`config.mk`:
```
export PLATFORM = sky130hd
export DESIGN_NAME = l1d_write_buffer
export DESIGN_NICKNAME = d
export VERILOG_FILES = /design/src/rtl/l1d_wb_pkg.sv /design/src/rtl/wb_entry_store.sv /design/src/rtl/l1d_write_buffer.sv
export SDC_FILE = /design/constraint.sdc
export NUM_CORES = 1
export LEC_CHECK = 0
export ABC_AREA = 1
export CAP_MARGIN = 20
export CORE_ASPECT_RATIO = 1.5
export CORE_MARGIN = 4
export CORE_UTILIZATION = 40
export CTS_BUF_LIST = sky130_fd_sc_hd__clkbuf_4 sky130_fd_sc_hd__clkbuf_8
export CTS_CLUSTER_SIZE = 14
export DETAILED_ROUTE_END_ITERATION = 16
export DONT_BUFFER_PORTS = 1
export GPL_TIMING_DRIVEN = 0
export PLACE_DENSITY = 0.53
export SYNTH_ARGS = -nofsm -noshare
export SYNTH_HDL_FRONTEND = slang
export SYNTH_SLANG_ARGS = --single-unit
```
`constraint.sdc`:
```
create_clock -name clk -period 5.2 [get_ports clk]
set_input_delay 0.78 -clock clk [delete_from_list [all_inputs] [get_ports clk]]
set_output_delay 0.78 -clock clk [all_outputs]
set_load 0.005 [all_outputs]
```
`src/rtl/l1d_wb_pkg.sv`:
```
// rtl/l1d_wb_pkg.sv - shared types and sizing for the L1D write-back buffer
package l1d_wb_pkg;

    localparam int WB_DEPTH  = 4;
    localparam int WB_ADDR_W = 32;
    localparam int WB_DATA_W = 32;
    localparam int WB_PTR_W  = $clog2(WB_DEPTH);

    typedef enum logic [2:0] {
        ST_IDLE   = 3'd0,
        ST_FWD    = 3'd1,
        ST_RD_MEM = 3'd2,
        ST_WR_MEM = 3'd3,
        ST_RESP   = 3'd4
    } wb_state_t;

    typedef struct packed {
        logic                 valid;
        logic [WB_ADDR_W-1:0] addr;
        logic [WB_DATA_W-1:0] data;
    } wb_entry_t;

endpackage

```
`src/rtl/wb_entry_store.sv`:
```
// rtl/wb_entry_store.sv - FIFO-ordered entry array with parallel address match
module wb_entry_store #(
    parameter int DEPTH  = 4,
    parameter int ADDR_W = 32,
    parameter int DATA_W = 32
) (
    input  logic              clk,
    input  logic              reset,
    input  logic [ADDR_W-1:0] lookup_addr_i,
    input  logic [DATA_W-1:0] wdata_i,
    input  logic              alloc_i,
    input  logic              coalesce_i,
    input  logic              pop_i,
    output logic              hit_o,
    output logic [DATA_W-1:0] match_data_o,
    output logic [ADDR_W-1:0] head_addr_o,
    output logic [DATA_W-1:0] head_data_o,
    output logic              full_o,
    output logic              empty_o
);

    localparam int PTR_W = $clog2(DEPTH);
    localparam logic [PTR_W:0] FULL_CNT = (PTR_W + 1)'(DEPTH);

    logic              valid_q [DEPTH];
    logic [ADDR_W-1:0] addr_q  [DEPTH];
    logic [DATA_W-1:0] data_q  [DEPTH];
    logic [PTR_W-1:0]  head_q, tail_q, match_idx;
    logic [PTR_W:0]    count_q, count_d;
    logic              empty_q;
    logic [DEPTH-1:0]  match_vec;

    // Coalescing guarantees at most one bit of match_vec is set.
    always_comb begin
        hit_o        = 1'b0;
        match_idx    = '0;
        match_data_o = '0;
        for (int i = 0; i < DEPTH; i++) begin
            match_vec[i] = valid_q[i] && (addr_q[i] == lookup_addr_i);
            if (match_vec[i]) begin
                hit_o        = 1'b1;
                match_idx    = PTR_W'(i);
                match_data_o = data_q[i];
            end
        end
    end

    always_comb begin
        count_d = count_q;
        if (alloc_i && !pop_i) begin
            count_d = count_q + 1'b1;
        end else if (pop_i && !alloc_i) begin
            count_d = count_q - 1'b1;
        end
    end

    always_ff @(posedge clk) begin
        if (reset) begin
            for (int i = 0; i < DEPTH; i++) begin
                valid_q[i] <= 1'b0;
                addr_q[i]  <= '0;
                data_q[i]  <= '0;
            end
            head_q  <= '0;
            tail_q  <= '0;
            count_q <= '0;
            empty_q <= 1'b1;
        end else begin
            if (alloc_i) begin
                valid_q[tail_q] <= 1'b1;
                addr_q[tail_q]  <= lookup_addr_i;
                data_q[tail_q]  <= wdata_i;
                tail_q          <= tail_q + 1'b1;
            end
            if (coalesce_i) begin
                data_q[match_idx] <= wdata_i;
            end
            if (pop_i) begin
                valid_q[head_q] <= 1'b0;
                head_q          <= head_q + 1'b1;
            end
            count_q <= count_d;
            empty_q <= (count_d == '0);
        end
    end

    assign head_addr_o = addr_q[head_q];
    assign head_data_o = data_q[head_q];
    assign full_o      = (count_q == FULL_CNT);
    assign empty_o     = empty_q;

endmodule

```
`src/rtl/l1d_write_buffer.sv`:
```
// rtl/l1d_write_buffer.sv - coalescing write-back buffer between L1D and main memory
module l1d_write_buffer
    import l1d_wb_pkg::*;
#(
    parameter int DEPTH  = WB_DEPTH,
    parameter int ADDR_W = WB_ADDR_W,
    parameter int DATA_W = WB_DATA_W
) (
    input  logic              clk,
    input  logic              reset,
    input  logic              c_request,
    input  logic              c_write_enable,
    input  logic [ADDR_W-1:0] c_address,
    input  logic [DATA_W-1:0] c_write_data,
    output logic [DATA_W-1:0] c_response_data,
    output logic              c_ready,
    input  logic              flush,
    output logic              empty,
    output logic              mem_request,
    output logic              mem_write_enable,
    output logic [ADDR_W-1:0] mem_address,
    output logic [DATA_W-1:0] mem_write_data,
    input  logic [DATA_W-1:0] mem_response_data,
    input  logic              mem_ready
);

    wb_state_t         state_q, state_d;
    logic              c_ready_q, c_ready_d;
    logic [DATA_W-1:0] c_resp_q, c_resp_d, fwd_data_q, fwd_data_d;
    logic              mem_req_q, mem_req_d, mem_we_q, mem_we_d;
    logic [ADDR_W-1:0] mem_addr_q, mem_addr_d;
    logic [DATA_W-1:0] mem_wdata_q, mem_wdata_d;
    logic              alloc, coalesce, pop;
    logic              hit, full, store_empty;
    logic [DATA_W-1:0] match_data, head_data;
    logic [ADDR_W-1:0] head_addr;

    wb_entry_store #(.DEPTH(DEPTH), .ADDR_W(ADDR_W), .DATA_W(DATA_W)) u_store (
        .clk          (clk),
        .reset        (reset),
        .lookup_addr_i(c_address),
        .wdata_i      (c_write_data),
        .alloc_i      (alloc),
        .coalesce_i   (coalesce),
        .pop_i        (pop),
        .hit_o        (hit),
        .match_data_o (match_data),
        .head_addr_o  (head_addr),
        .head_data_o  (head_data),
        .full_o       (full),
        .empty_o      (store_empty)
    );

    always_comb begin
        state_d     = state_q;
        c_ready_d   = 1'b0;
        c_resp_d    = '0;
        fwd_data_d  = fwd_data_q;
        mem_req_d   = mem_req_q;
        mem_we_d    = mem_we_q;
        mem_addr_d  = mem_addr_q;
        mem_wdata_d = mem_wdata_q;
        alloc       = 1'b0;
        coalesce    = 1'b0;
        pop         = 1'b0;
        unique case (state_q)
            ST_IDLE: begin
                // The c_ready cycle is left quiet so a back-to-back request
                // is taken before a background drain can claim memory.
                if (c_ready_q) begin
                    state_d = ST_IDLE;
                end else if (c_request && !flush && c_write_enable && hit) begin
                    coalesce = 1'b1;
                    state_d  = ST_RESP;
                end else if (c_request && !flush && c_write_enable && !full) begin
                    alloc   = 1'b1;
                    state_d = ST_RESP;
                end else if (c_request && !flush && !c_write_enable && hit) begin
                    fwd_data_d = match_data;
                    state_d    = ST_FWD;
                end else if (c_request && !flush && !c_write_enable) begin
                    mem_req_d  = 1'b1;
                    mem_we_d   = 1'b0;
                    mem_addr_d = c_address;
                    state_d    = ST_RD_MEM;
                end else if (!store_empty) begin
                    mem_req_d   = 1'b1;
                    mem_we_d    = 1'b1;
                    mem_addr_d  = head_addr;
                    mem_wdata_d = head_data;
                    state_d     = ST_WR_MEM;
                end
            end
            ST_FWD: begin
                c_ready_d = 1'b1;
                c_resp_d  = fwd_data_q;
                state_d   = ST_IDLE;
            end
            ST_RESP: begin
                c_ready_d = 1'b1;
                state_d   = ST_IDLE;
            end
            ST_RD_MEM: begin
                if (mem_ready) begin
                    mem_req_d = 1'b0;
                    c_ready_d = 1'b1;
                    c_resp_d  = mem_response_data;
                    state_d   = ST_IDLE;
                end
            end
            ST_WR_MEM: begin
                if (mem_ready) begin
                    pop       = 1'b1;
                    mem_req_d = 1'b0;
                    mem_we_d  = 1'b0;
                    state_d   = ST_IDLE;
                end
            end
            default: state_d = ST_IDLE;
        endcase
    end

    always_ff @(posedge clk) begin
        if (reset) begin
            state_q     <= ST_IDLE;
            c_ready_q   <= 1'b0;
            c_resp_q    <= '0;
            fwd_data_q  <= '0;
            mem_req_q   <= 1'b0;
            mem_we_q    <= 1'b0;
            mem_addr_q  <= '0;
            mem_wdata_q <= '0;
        end else begin
            state_q     <= state_d;
            c_ready_q   <= c_ready_d;
            c_resp_q    <= c_resp_d;
            fwd_data_q  <= fwd_data_d;
            mem_req_q   <= mem_req_d;
            mem_we_q    <= mem_we_d;
            mem_addr_q  <= mem_addr_d;
            mem_wdata_q <= mem_wdata_d;
        end
    end

    assign c_ready          = c_ready_q;
    assign c_response_data  = c_resp_q;
    assign empty            = store_empty;
    assign mem_request      = mem_req_q;
    assign mem_write_enable = mem_we_q;
    assign mem_address      = mem_addr_q;
    assign mem_write_data   = mem_wdata_q;

endmodule

```
* Yosys cells after proc, flatten, opt, wreduce, memory -nomap -nowiden
Memory sizes are Yosys's and may differ from the RTL's. A register that Yosys moved wholly into a read port is not among the register bits.
Index checks and enable logic that the tools add are counted.
** Word-level totals
- Register bits :: 110
- RAM bits :: 260
- Output and inout bits :: 100
- Logic and storage cells :: 153
- Input port bits :: 102
- Memories kept :: 3
** Memory list
- u_store.addr_q :: words 4, width 32, rd ports 5, clocked after memory_dff 1, write ports 4, RTL line wb_entry_store.sv:26 : logic [ADDR_W-1:0] addr_q [DEPTH];
- u_store.data_q :: words 4, width 32, rd ports 5, clocked after memory_dff 1, write ports 4, RTL line wb_entry_store.sv:27 : logic [DATA_W-1:0] data_q [DEPTH];
- u_store.valid_q :: words 4, width 1, rd ports 4, clocked after memory_dff 0, write ports 4, RTL line wb_entry_store.sv:25 : logic valid_q [DEPTH];
** Operators by class
- Add/sub/neg operators :: 4
- Bitwise operators :: 6
- Equal/unequal tests :: 18
- Reductions and logical operators :: 34
- Muxes and demuxes :: 77
** Operators by type and width (count)
- 32-bit 2-to-1 mux :: 10
- 32-bit equality test :: 4
- 32-bit OR reduction :: 3
- 32-bit case mux with 2 select lines :: 1
- 1-bit 2-to-1 mux :: 44
- 3-bit 2-to-1 mux :: 9
- 7-bit AND reduction :: 3
- 2-bit 2-to-1 mux :: 9
- 1-bit logical AND :: 12
- 2-bit != test (second input constant) :: 6
- 7-bit != test (second input constant) :: 1
- 3-bit by 2-bit equality test with 1-bit output (second input constant) :: 2
- 3-bit equality test (second input constant) :: 2
- 3-bit zero test :: 2
- 1-bit NOT :: 6
- 1-bit case mux with 2 select lines :: 3
- 3-bit case mux with 2 select lines :: 1
- 6-bit AND reduction :: 1
- 1-bit zero test :: 5
- 5-bit AND reduction :: 1
- 2-bit by 1-bit adder with 2-bit output (second input constant) :: 2
- 2-bit nonzero test :: 2
- 2-bit OR reduction :: 2
- 3-bit by 1-bit adder with 3-bit output (second input constant) :: 1
- other kinds (6) :: 7

* Longest topological paths before layout
Gate-level depths: netlist of run 1.
An unclocked memory read counts as a cell.
- Depth after elaboration :: 17
- Depth in mapped cells :: 19
- Depth with buffers taken out :: 18

* Hierarchy
Synthesis of run 1 repeated with hierarchy kept, for this count alone.
** Unflattened totals
- Cells, all modules :: 2593
- Area total of the unflattened synthesis :: 20574.7 um^2
** Modules (own cells, without submodules)
- wb_entry_store :: area each 15228.4 um^2, sequential area each 7967.6 um^2, cells an instance 1862, instances 1
- l1d_write_buffer :: area each 5346.4 um^2, sequential area each 2682.6 um^2, cells an instance 731, instances 1

* Worst setup path before layout of run 1
Ideal clock, no wire load.
- Path kind :: input port to flip-flop
- From :: input c_address[4]
- To :: memory u_store.addr_q[3][0], enable pin
- Path buffers :: 1
- Path slack :: 408 ps
- Required time :: 4730 ps
- Arrival time :: 4322 ps
- Cell stages on the path :: 12
- Setup time :: 470 ps
- Cell sequence :: buf_2 inv_2 or2_1 nand3_1 nor2_1 nand3_1 nor2_1 nor2_2 nand2_4 nand2_4 nand2_4 o31ai_1
** RTL lines
- start, declared :: RTL line l1d_write_buffer.sv:13 : input logic [ADDR_W-1:0] c_address,
- end, declared :: RTL line wb_entry_store.sv:26

==> results of run 1 <==
==> cell type report <==
| class | instances | area (µm²) |
|---|---|---|
| Fill cell | 5615 | 30100 |
| Sequential cell | 404 | 10700 |
| Multi-Input combinational cell | 1958 | 9240 |
| Inverter | 414 | 1550 |
| Clock buffer | 98 | 1220 |
| Tap cell | 695 | 870 |
| Buffer | 174 | 825 |
| Clock inverter | 28 | 234 |
| Timing Repair Buffer | 11 | 219 |
| Antenna cell | 1 | 2.50 |
==> cell usage after synthesis (all sizes together) <==
cell,number,area (µm²)
nor3b,2,15.0
a21boi,1,7.51
nand4,72,472
ha,3,37.5
and3,1,6.26
nand3,96,505
o31ai,1,7.51
o211ai,8,60.1
or2,7,43.8
mux2i,1,10.0
nor2,349,1430
a21oi,177,886
a211oi,6,45.0
nor3,112,588
nand2,773,3160
dfxtp,144,2880
o21ai,309,1550
xor2,9,78.8
and2,1,6.26
nand3b,6,45.0
inv,413,1550
clkinv,1,3.75
edfxtp,260,7810
buf,68,419
a32o,1,10.0
xnor2,23,201
clkbuf,106,405
==> power groups by stage <==
stage | clock [mW] | sequential [mW] | combinational (mW)
final | 3.11 | 3.88 | 1.57
after global placement | 0 | 3.96 | 1.50
after detailed placement | 0 | 3.95 | 1.55
after floorplan | 0 | 3.87 | 1.00
after CTS | 3.16 | 3.88 | 1.56
after global routing | 3.30 | 3.90 | 1.71
==> sequential cells by signal, summed over array words and instances (netlist names), named ones only <==
register,cells
c_response_data,32
c_ready,1
u_store.data_q,128
mem_write_enable,1
mem_write_data,32
fwd_data_q,32
state_q,3
u_store.head_q,2
u_store.empty_o,1
u_store.addr_q,128
mem_address,32
u_store.count_q,3
u_store.valid_q,4
u_store.tail_q,2
mem_request,1
==> per-stage QoR <==
step	util, %	cell area [µm²]	setup slack [ns]	instances	power, mW
finish	45.2	24800	0.975	3783	8.56
CTS	45.2	24800	0.988	3780	8.60
global placement	42.1	23100	-2.04	3645	5.46
detailed placement	42.6	23400	0.503	3654	5.50
floorplan	-	22200	0.408	2950	4.87
global route	45.2	24800	0.842	3783	8.92
==> layer usage <==
layer	part of all wire (%)	up-vias	track usage, %
li1	-	9718	-
met1	32	9537	30.6
met2	52	882	58.6
met3	5.3	270	4.75
met4	9.7	0	26.0
met5	0	-	0
==> logic make-up after synthesis <==
family	Yosys count	share of synthesized area [%]
simple gates	1419	28.2
flops	404	48.1
mux	1	0.0450
fa+ha+maj	3	0.169
buf+inv	588	10.7
compound gates	503	11.6
xor+xnor	32	1.26
==> final timing paths <==
path,from,to,slack (ns),depth (start not counted)
min,mem_response_data[28],c_response_data[28],0.27,2
max,u_store.addr_q[3][26],u_store.data_q[1][17],0.98,12
max reg2reg,u_store.addr_q[3][26],u_store.data_q[1][17],0.98,12
min reg2reg,fwd_data_q[14],c_response_data[14],0.46,2
==> metrics.md, run 1 <==
| Metric | Value |
|---|---|
| Combinational fraction of design power | 18.3% |
| Initial drt markers | approximately 1600 |
| Final setup fails | 0 |
| Postcts setup bufs | 0 |
| Yosys cell types | between 40 and 50 |
| CP required | 5.49 ns |
| Clock Root Buffer | clkbuf_8 |
| Antenna violations before repair | 2 |
| CTS tree | done |
| Layout cells sized above 1 | about a tenth |
| Initial core utilization | 40.5% |
| Worst slew pin tran | 1.33 ns |
| Slew Limit Fails | 0 |
| CTS Buf Count | ~70 |
| Net Switching | about 2.8 mW |
| Cells along the critical path | xor2_1 -> nor3b_1 -> nand3_1 -> nor2_2 -> nor2_2 -> nand2_4 -> nand2_4 -> nand4_1 -> nand2_1 -> nand3_2 -> buf_4 -> nand2_2 |
| HPWL after DPL | 77.5 mm |
| Cell Pwr Density | 344 nW/µm² |
| Hold Slack | 0.270 ns |
| Sw frac | 32.6% |
| Clock power share | 36.4% |
| Cell Int Power | 5.77 mW |
| VDD IR max | 0.211 mV |
| Mapped cell area | 22200 µm² |
| I/O Buffers | 0 |
| Sequential share of the synthesized area | 48.1% |
| Slowest stage delay, CP | 0.72 ns |
| Wire per inst | roughly 26 µm |
| # rows | 105 |
| Maximum root-to-sink buffer count | 3 |
| Core area | ~55000 µm² |
| Total GRT Usage | approximately a third |
| Commonest non-fill, non-tap cell in the layout | nand2_1 |
| Final Skew | 0.0311 ns |
| Kind of critical path | reg -> reg |
| Worst-path clk slew | about 0.070 ns |
| Yosys reg bits | 404 |
| Final period util | between 80% and 90% |
| Setup TNS | 0 ns |
| Slew headroom | between 10% and 20% |
| Outcome | finished clean |
| Gr ovfl total | 0 |
| Final Hold Viols | 0 |
| RSZ-0062 raised after global routing | false |
| I/O pin count | 202 |
| Post-route minimum period | 4.22 ns |
| Sequential group share of total power | 45.3% |
| CP max FO | 32 |
| Vias | 20400 |
| CP arrival | 4.51 ns |
| Hold buffers post-CTS | 0 |
| GP Congestion | 1.01 |
| # nets final | 3136 |
| Lkg Pwr | 10.3 nW |
| Vias in the first global route | 20200 |
| H-tree depth | 3 |
| Average vias per placed instance | 5.39 |
| Drt pass-1 iters | 5 |
| Detail Route Antenna Nets | 0 |
| Buf/Inv on CP | 1 |
| # DRC | 0 |
| Mapped Cells | around 3000 |
| CP max stage cell | xor2_1 |
| Largest delay share family, worst path | simple AND/OR/NAND/NOR gates |
| CP Capture Type | flip-flop |
| Syn_nets | 3055 |
| Largest net degree at the start of global routing | 33 |
| Max Cap Violations | 0 |
| Layout area overhead | 11.7% |
| Fmax | 237 MHz |
| YS warnings | 0 |
| Most frequent cells in the layout | 733 x nand2_1, 376 x inv_1, 308 x nor2_1 |
| Chip height | ~300 µm |
| Resized Gates After CTS | 0 |
| DRT Wirelength | 97.2 mm |
| Clock Sinks | 404 |
| Hold crit path type | in -> reg |
| Clk Latency, worst-skew pair | just under 0.7 ns |
| Mapped Avg Cell Area | ~7.5 µm² |
| Die area | just under 60000 µm² |
| Die Wd | 201 µm |
| First-pass GRT wire length | ~140 mm |
| CP Launch Type | flip-flop |
Note: power is estimated with default switching activity, not from simulation.
==> inputs of run 2 (changes only) <==
==> constraint.sdc (replaced) <==
create_clock -name clk -period 4.3 [get_ports clk]
set_input_delay 0.645 -clock clk [delete_from_list [all_inputs] [get_ports clk]]
set_output_delay 0.645 -clock clk [all_outputs]
set_load 0.005 [all_outputs]
==> run 2 against run 1 <==
Fmax is 5.0% higher. Via count is 0.19% lower. Register-to-register slack got worse by 0.70 ns. Cell count is essentially flat. Combinational power increased by 22%. Sequential power rose by 21%. Clock power is 15% higher. Total power grew 19%. Largest cell class unchanged.
==> metrics.md, run 2 (synthesis results as in run 1) <==
| Metric | Value |
|---|---|
| Outcome | finished clean |
| Largest net degree at the start of global routing | 31 |
| Slew headroom | 12.6% |
| Postcts setup bufs | 0 |
| Die area | 59500 µm² |
| Slew Limit Fails | 0 |
| CP required | roughly 4.6 ns |
| Most frequent cells in the layout | 733 x nand2_1, 376 x inv_1, 308 x nor2_1 |
| Hold-critical path depth | 2 |
| Net Switching | between 3 and 4 mW |
| CP arrival | 4.34 ns |
| Worst min-delay path startpoint | mem_response_data[31] |
| GP Congestion | 1.03 |
| CTS Buf Count | between 60 and 70 |
| CP Launch Type | flip-flop |
| Max Cap Violations | 0 |
| Initial core utilization | around two fifths |
| Hold Path End | c_response_data[31] |
| Worst-path clk slew | 0.07 ns |
| # rows | approximately 110 |
| Drt pass-1 iters | 7 |
| Core area | 54900 µm² |
| VDD IR max | 0.381 mV |
| Wire per inst | 25.9 µm |
| Placement Setup Slack | -0.0906 ns |
| Hold buffers post-CTS | 0 |
| Die Wd | 201 µm |
| RSZ-0062 raised after global routing | false |
| Register area | approximately 11000 µm² |
| Lkg Pwr | 10.3 nW |
| DRT Wirelength | just under 100 mm |
| I/O Buffers | 0 |
| Footprint of the multi-input gates | slightly above 9000 µm² |
| Resized Gates After CTS | 0 |
| Post-route minimum period | 4.02 ns |
| Final core occ | 45.2% |
| Vias in the first global route | 20600 |
| CP Capture Type | flip-flop |
| Chip height | 297 µm |
| Top Registers | u_store.addr_q (128), u_store.data_q (128) |
| Total GRT Usage | around a third |
| Design area | about 25000 µm² |
| HPWL after DPL | about 79 mm |
| CP max stage cell | xor2_1 |
| Commonest non-fill, non-tap cell in the layout | nand2_1 |
| Antenna violations before repair | 2 |
| Fmax | between 200 and 250 MHz |
| Initial drt markers | 1544 |
| Detail Route Antenna Nets | 0 |
| Clock Sinks | 404 |
| CTS tree | done |
| Cell Int Power | a little under 7 mW |
| Final Hold Viols | 0 |
| Worst Reg-to-Reg Cells | 13 |
| Setup TNS | 0 ns |
| Slowest stage delay, CP | 0.67 ns |
| I/O pin count | 202 |
| Clock power share | 35.2% |
| # DRC | 0 |
| Final period util | between 90% and 100% |
| CP max FO | 22 |
| First-pass GRT wire length | 139 mm |
| Gr ovfl total | 0 |
| Dpl cell area | 23400 µm² |
| Layout area overhead | 11.6% |
| Critical R2R Capture | u_store.data_q[1][19] |
| H-tree depth | 3 |
| Cell Pwr Density | 410 nW/µm² |
| Vias | just over 20000 |
| Worst Slack Setup Final | between 0.2 and 0.3 ns |
| Cells along the critical path | xor2_1 -> nor3b_1 -> nand3_1 -> nor2_2 -> nor2_2 -> nand2_4 -> nand2_4 -> nand4_1 -> nand2_1 -> nand3_2 -> buf_4 -> nand2_2 -> buf_12 |
| # fillers | 5731 |
| Hold crit path type | in -> reg |
| Combinational fraction of design power | 18.8% |
| Final Skew | 0.0432 ns |
| Reg2Reg Setup Slack | between 0.2 and 0.3 ns |
| Worst slew pin tran | 1.30 ns |
| Clock Root Buffer | clkbuf_8 |
| Kind of critical path | reg -> reg |
| Sequential group share of total power | 46.1% |
| Clk Latency, worst-skew pair | ~0.66 ns |
| Maximum root-to-sink buffer count | 3 |
| Final setup fails | 0 |
| Critical R2R Launch | u_store.addr_q[3][26] |
| # nets final | approximately 3100 |
| Sw frac | between 30% and 40% |
| Average vias per placed instance | 5.38 |
| Layout cells sized above 1 | 10.4% |
run 2: cell count changes in the layout (fill, tap and decap cells not counted):
| cell | change |
|---|---|
| clkinv_2 | -3 |
| clkinv_8 | -1 |
| buf_4 | +4 |
| diode_2 | +1 |
| buf_16 | +1 |
| inv_8 | +1 |
| clkbuf_4 | +2 |
| inv_6 | -2 |
| bufinv_16 | -2 |
run 2: cell type report:
cell class / count / area share, %
multi-input cells: 1958 / 37.2
clock buffers: 101 / 4.99
diodes: 2 / 0.0202
well taps: 695 / 3.50
clock inverters: 21 / 0.549
repair buffers: 15 / 1.08
inverters: 414 / 6.26
plain buffers: 174 / 3.32
flip-flops and latches: 404 / 43.1
run 2: stage by stage:
| stage | std cells | hold slack [ns] | power (mW) |
|---|---|---|---|
| after floorplan | 2950 | 0.440 | 5.89 |
| after global placement | 3645 | 0.467 | 6.61 |
| after detailed placement | 3660 | 0.460 | 6.67 |
| after CTS | 3782 | 0.114 | 10.3 |
| after global routing | 3783 | 0.146 | 10.6 |
| final | 3784 | 0.167 | 10.2 |
run 2: how the worst max path moves through the flow:
stage	end	from	depth (start not counted)	slack, ns
after CTS	u_store.data_q[2][19]	u_store.addr_q[3][26]	13	0.30
after detailed placement	u_store.data_q[2][14]	c_address[30]	18	-0.09
after global routing	u_store.data_q[2][19]	u_store.addr_q[3][26]	13	0.20
final	u_store.data_q[1][19]	u_store.addr_q[3][26]	13	0.28
after floorplan	u_store.addr_q[1][0]	c_address[4]	12	-0.22
after global placement	u_store.addr_q[2][2]	c_address[26]	9	-2.41
run 2: routing by layer:
metal / wire length [µm] / GRT usage, % / up-vias / share of wire (%)
li1: - / - / 9703 / -
met1: 31900 / 30.7 / 9613 / 33
met2: 51700 / 60.5 / 803 / 53
met3: 4780 / 4.64 / 249 / 4.9
met4: 9550 / 25.2 / 0 / 9.8
met5: 0 / 0 / - / 0
run 2: power by group through the flow:
stage	Clock, mW	Combinational [mW]	Sequential [mW]
final	3.58	1.91	4.69
after global routing	3.82	2.10	4.72
after CTS	3.66	1.91	4.69
after detailed placement	0	1.90	4.77
after global placement	0	1.83	4.78
after floorplan	0	1.21	4.68
run 2: worst max-delay path: cells and delay by family (launching register included):
kind | cells | cell delay, ns
buffers and inverters | 2 | 0.55
xor gates and xnor gates | 1 | 0.67
DFF | 1 | 0.41
and+or+nand+nor | 10 | 2.01
==> inputs of run 3 (changes only) <==
--- a/config.mk
+++ b/config.mk
@@ -16,6 +16,7 @@
 export DONT_BUFFER_PORTS = 1
 export GPL_TIMING_DRIVEN = 0
 export PLACE_DENSITY = 0.53
+export SETUP_SLACK_MARGIN = 0.4
 export SYNTH_ARGS = -nofsm -noshare
 export SYNTH_HDL_FRONTEND = slang
 export SYNTH_SLANG_ARGS = --single-unit
==> run 3 against run 2 <==
Fmax is 3.7% higher. Sequential power hardly changed. Cell area is 0.13% higher. Cell count hardly changed. Global-route usage hardly changed. Clock power hardly changed. Worst setup slack better by 0.14 ns. Clock-buffer cell count stayed put. Critical path depth is 3 higher. First-iteration DRC count hardly changed. Sequential cell count stayed put. Utilization is 0.057 points higher. Critical path type unchanged. Largest power group unchanged.
==> metrics.md, run 3 (synthesis results as in run 1) <==
| Metric | Value |
|---|---|
| CTS Buf Count | 69 |
| RSZ-0062 raised after global routing | false |
| First-pass GRT wire length | 139 mm |
| Hold-critical path depth | 2 |
| Hold Path End | c_response_data[31] |
| CP required | 4.67 ns |
| HPWL after DPL | 78.9 mm |
| VDD IR max | 0.381 mV |
| CP Capture Type | flip-flop |
| Top Registers | u_store.addr_q (128), u_store.data_q (128) |
| Die area | a little under 60000 µm² |
| # DRC | 0 |
| Drt pass-1 iters | 6 |
| Worst Reg-to-Reg Cells | 16 |
| Initial drt markers | 1543 |
| Fmax | 258 MHz |
| CP max FO | 22 |
| Final setup fails | 0 |
| I/O pin count | between 200 and 250 |
| DRT Wirelength | slightly below 100 mm |
| Detail Route Antenna Nets | 0 |
| Slew Limit Fails | 0 |
| Met2 Use GR | 60.5% |
| # fillers | 5731 |
| Chip height | 297 µm |
| Total GRT Usage | 32.0% |
| Post-route minimum period | 3.88 ns |
| Wire per inst | around 26 µm |
| Average vias per placed instance | roughly 5.4 |
| Reg2Reg Setup Slack | about 0.42 ns |
| Layout cells sized above 1 | 10.5% |
| Final period util | 90.2% |
| H-tree depth | 3 |
| GP Congestion | 1.03 |
| CP max stage cell | edfxtp_1 |
| Met3 Usage GRT | 4.63% |
| Slowest stage delay, CP | 0.39 ns |
| Slew headroom | 13.2% |
| Largest net degree at the start of global routing | 31 |
| Hold crit path type | in -> reg |
| Layout area overhead | 11.8% |
| CP Launch Type | flip-flop |
| # nets final | approximately 3100 |
| CP arrival | 4.25 ns |
| # rows | about 110 |
| Placed instance count | 3660 |
| Footprint of the multi-input gates | around 9300 µm² |
| Crit-path most repeated cell | nand2_1 |
| Core area | 54900 µm² |
| Clock Root Buffer | clkbuf_8 |
| Final core occ | a little under half |
| Met1 Usage GRT | between 30 and 40% |
| I/O Buffers | 0 |
| Maximum root-to-sink buffer count | 3 |
| Kind of critical path | reg -> reg |
| Initial core utilization | 40.5% |
| Commonest non-fill, non-tap cell in the layout | nand2_1 |
| Clk Latency, worst-skew pair | 0.66 ns |
| Critical R2R Launch | u_store.addr_q[3][30] |
| Worst min-delay path startpoint | mem_response_data[31] |
| Vias | around 20000 |
| Antenna violations before repair | 1 |
| Outcome | finished clean |
| Vias in the first global route | 20600 |
| Cells along the critical path | nand2_1 -> o21ai_0 -> nor2_1 -> nand2_1 -> nor2_1 -> nand3_2 -> nor2_2 -> nor2_2 -> nand2_4 -> nand2_4 -> nand4_1 -> nand2_1 -> nand3_2 -> buf_4 -> nand2_2 -> buf_12 |
| Lkg Pwr | 10.4 nW |
| Fin cells | 3783 |
| Clock Sinks | slightly above 400 |
| Gr ovfl total | 0 |
| Most Crowded Layer GR | met2 |
| Cell Pwr Density | 410 nW/µm² |
| Worst-path clk slew | 0.07 ns |
| Critical R2R Capture | u_store.data_q[1][19] |
| Register area | 10700 µm² |
| Final Skew | around 0.046 ns |
| Worst slew pin tran | 1.29 ns |
| Most frequent cells in the layout | 733 x nand2_1, 376 x inv_1, 308 x nor2_1 |
| Hold Slack | 0.165 ns |
| Max Cap Violations | 0 |
| Hold buffers post-CTS | 0 |
| Die Wd | 201 µm |
| Final Hold Viols | 0 |
| CTS tree | done |
run 3: worst max-delay path by stage:
stage,startpoint,to,slack [ns],depth (start not counted)
detailed placement,c_address[30],u_store.data_q[2][14],-0.09,18
CTS,u_store.addr_q[3][30],u_store.data_q[2][19],0.50,16
global route,u_store.addr_q[3][30],u_store.data_q[1][20],0.42,16
floorplan,c_address[4],u_store.addr_q[1][0],-0.22,12
finish,u_store.addr_q[3][30],u_store.data_q[1][19],0.42,16
global placement,c_address[26],u_store.addr_q[2][2],-2.41,9
run 3: worst max-delay path: cells and delay by family (launching register included):
kind / cells / cell delay [ns]
AOI/OAI and AO/OA: 1 / 0.33
buffers and inverters: 2 / 0.60
DFF: 1 / 0.39
and+or+nand+nor: 13 / 2.22
run 3: repair_timing:
| action | in CTS | in global routing |
|---|---|---|
| pin swaps | 0 | 0 |
| gates resized for setup | 3 | 4 |
| buffers inserted | 0 | 0 |
| setup endpoints to repair | 42 | 39 |
| hold endpoints to repair | 0 | 0 |
run 3: stage by stage:
| step | TNS (ns) | power (mW) | cell area, µm² | setup WS, ns |
|---|---|---|---|---|
| 6_report | 0 | 10.2 | 24900 | 0.421 |
| 3_3_place_gp | -366.05 | 6.61 | 23100 | -2.41 |
| 3_5_place_dp | -2.68 | 6.67 | 23400 | -0.0906 |
| 5_1_grt | 0 | 10.6 | 24900 | 0.415 |
| 4_1_cts | 0 | 10.3 | 24800 | 0.495 |
| 2_1_floorplan | -14.17 | 5.89 | 22200 | -0.221 |
run 3: routing by layer:
metal | routed length [µm] | share of wire (%)
met5 | 0 | 0
met4 | 9360 | 9.5
met3 | 4820 | 4.9
met2 | 52000 | 53
met1 | 32000 | 33
run 3: cell type report:
cell class,instances,share of cell area (%)
sequential,404,43.0
clock inverter,21,0.549
buffer,174,3.32
timing repair buffer,15,1.08
antenna,1,0.0101
tap,695,3.50
multi-input combinational,1958,37.3
inverter,414,6.25
clock buffer,101,4.99
run 3: report_power, final:
part / leakage [nW] / internal [mW] / total (mW) / switching [mW]
logic: 5.77 / 0.504 / 1.92 / 1.41
clock network: 0.729 / 1.92 / 3.58 / 1.66
registers: 3.85 / 4.45 / 4.69 / 0.235
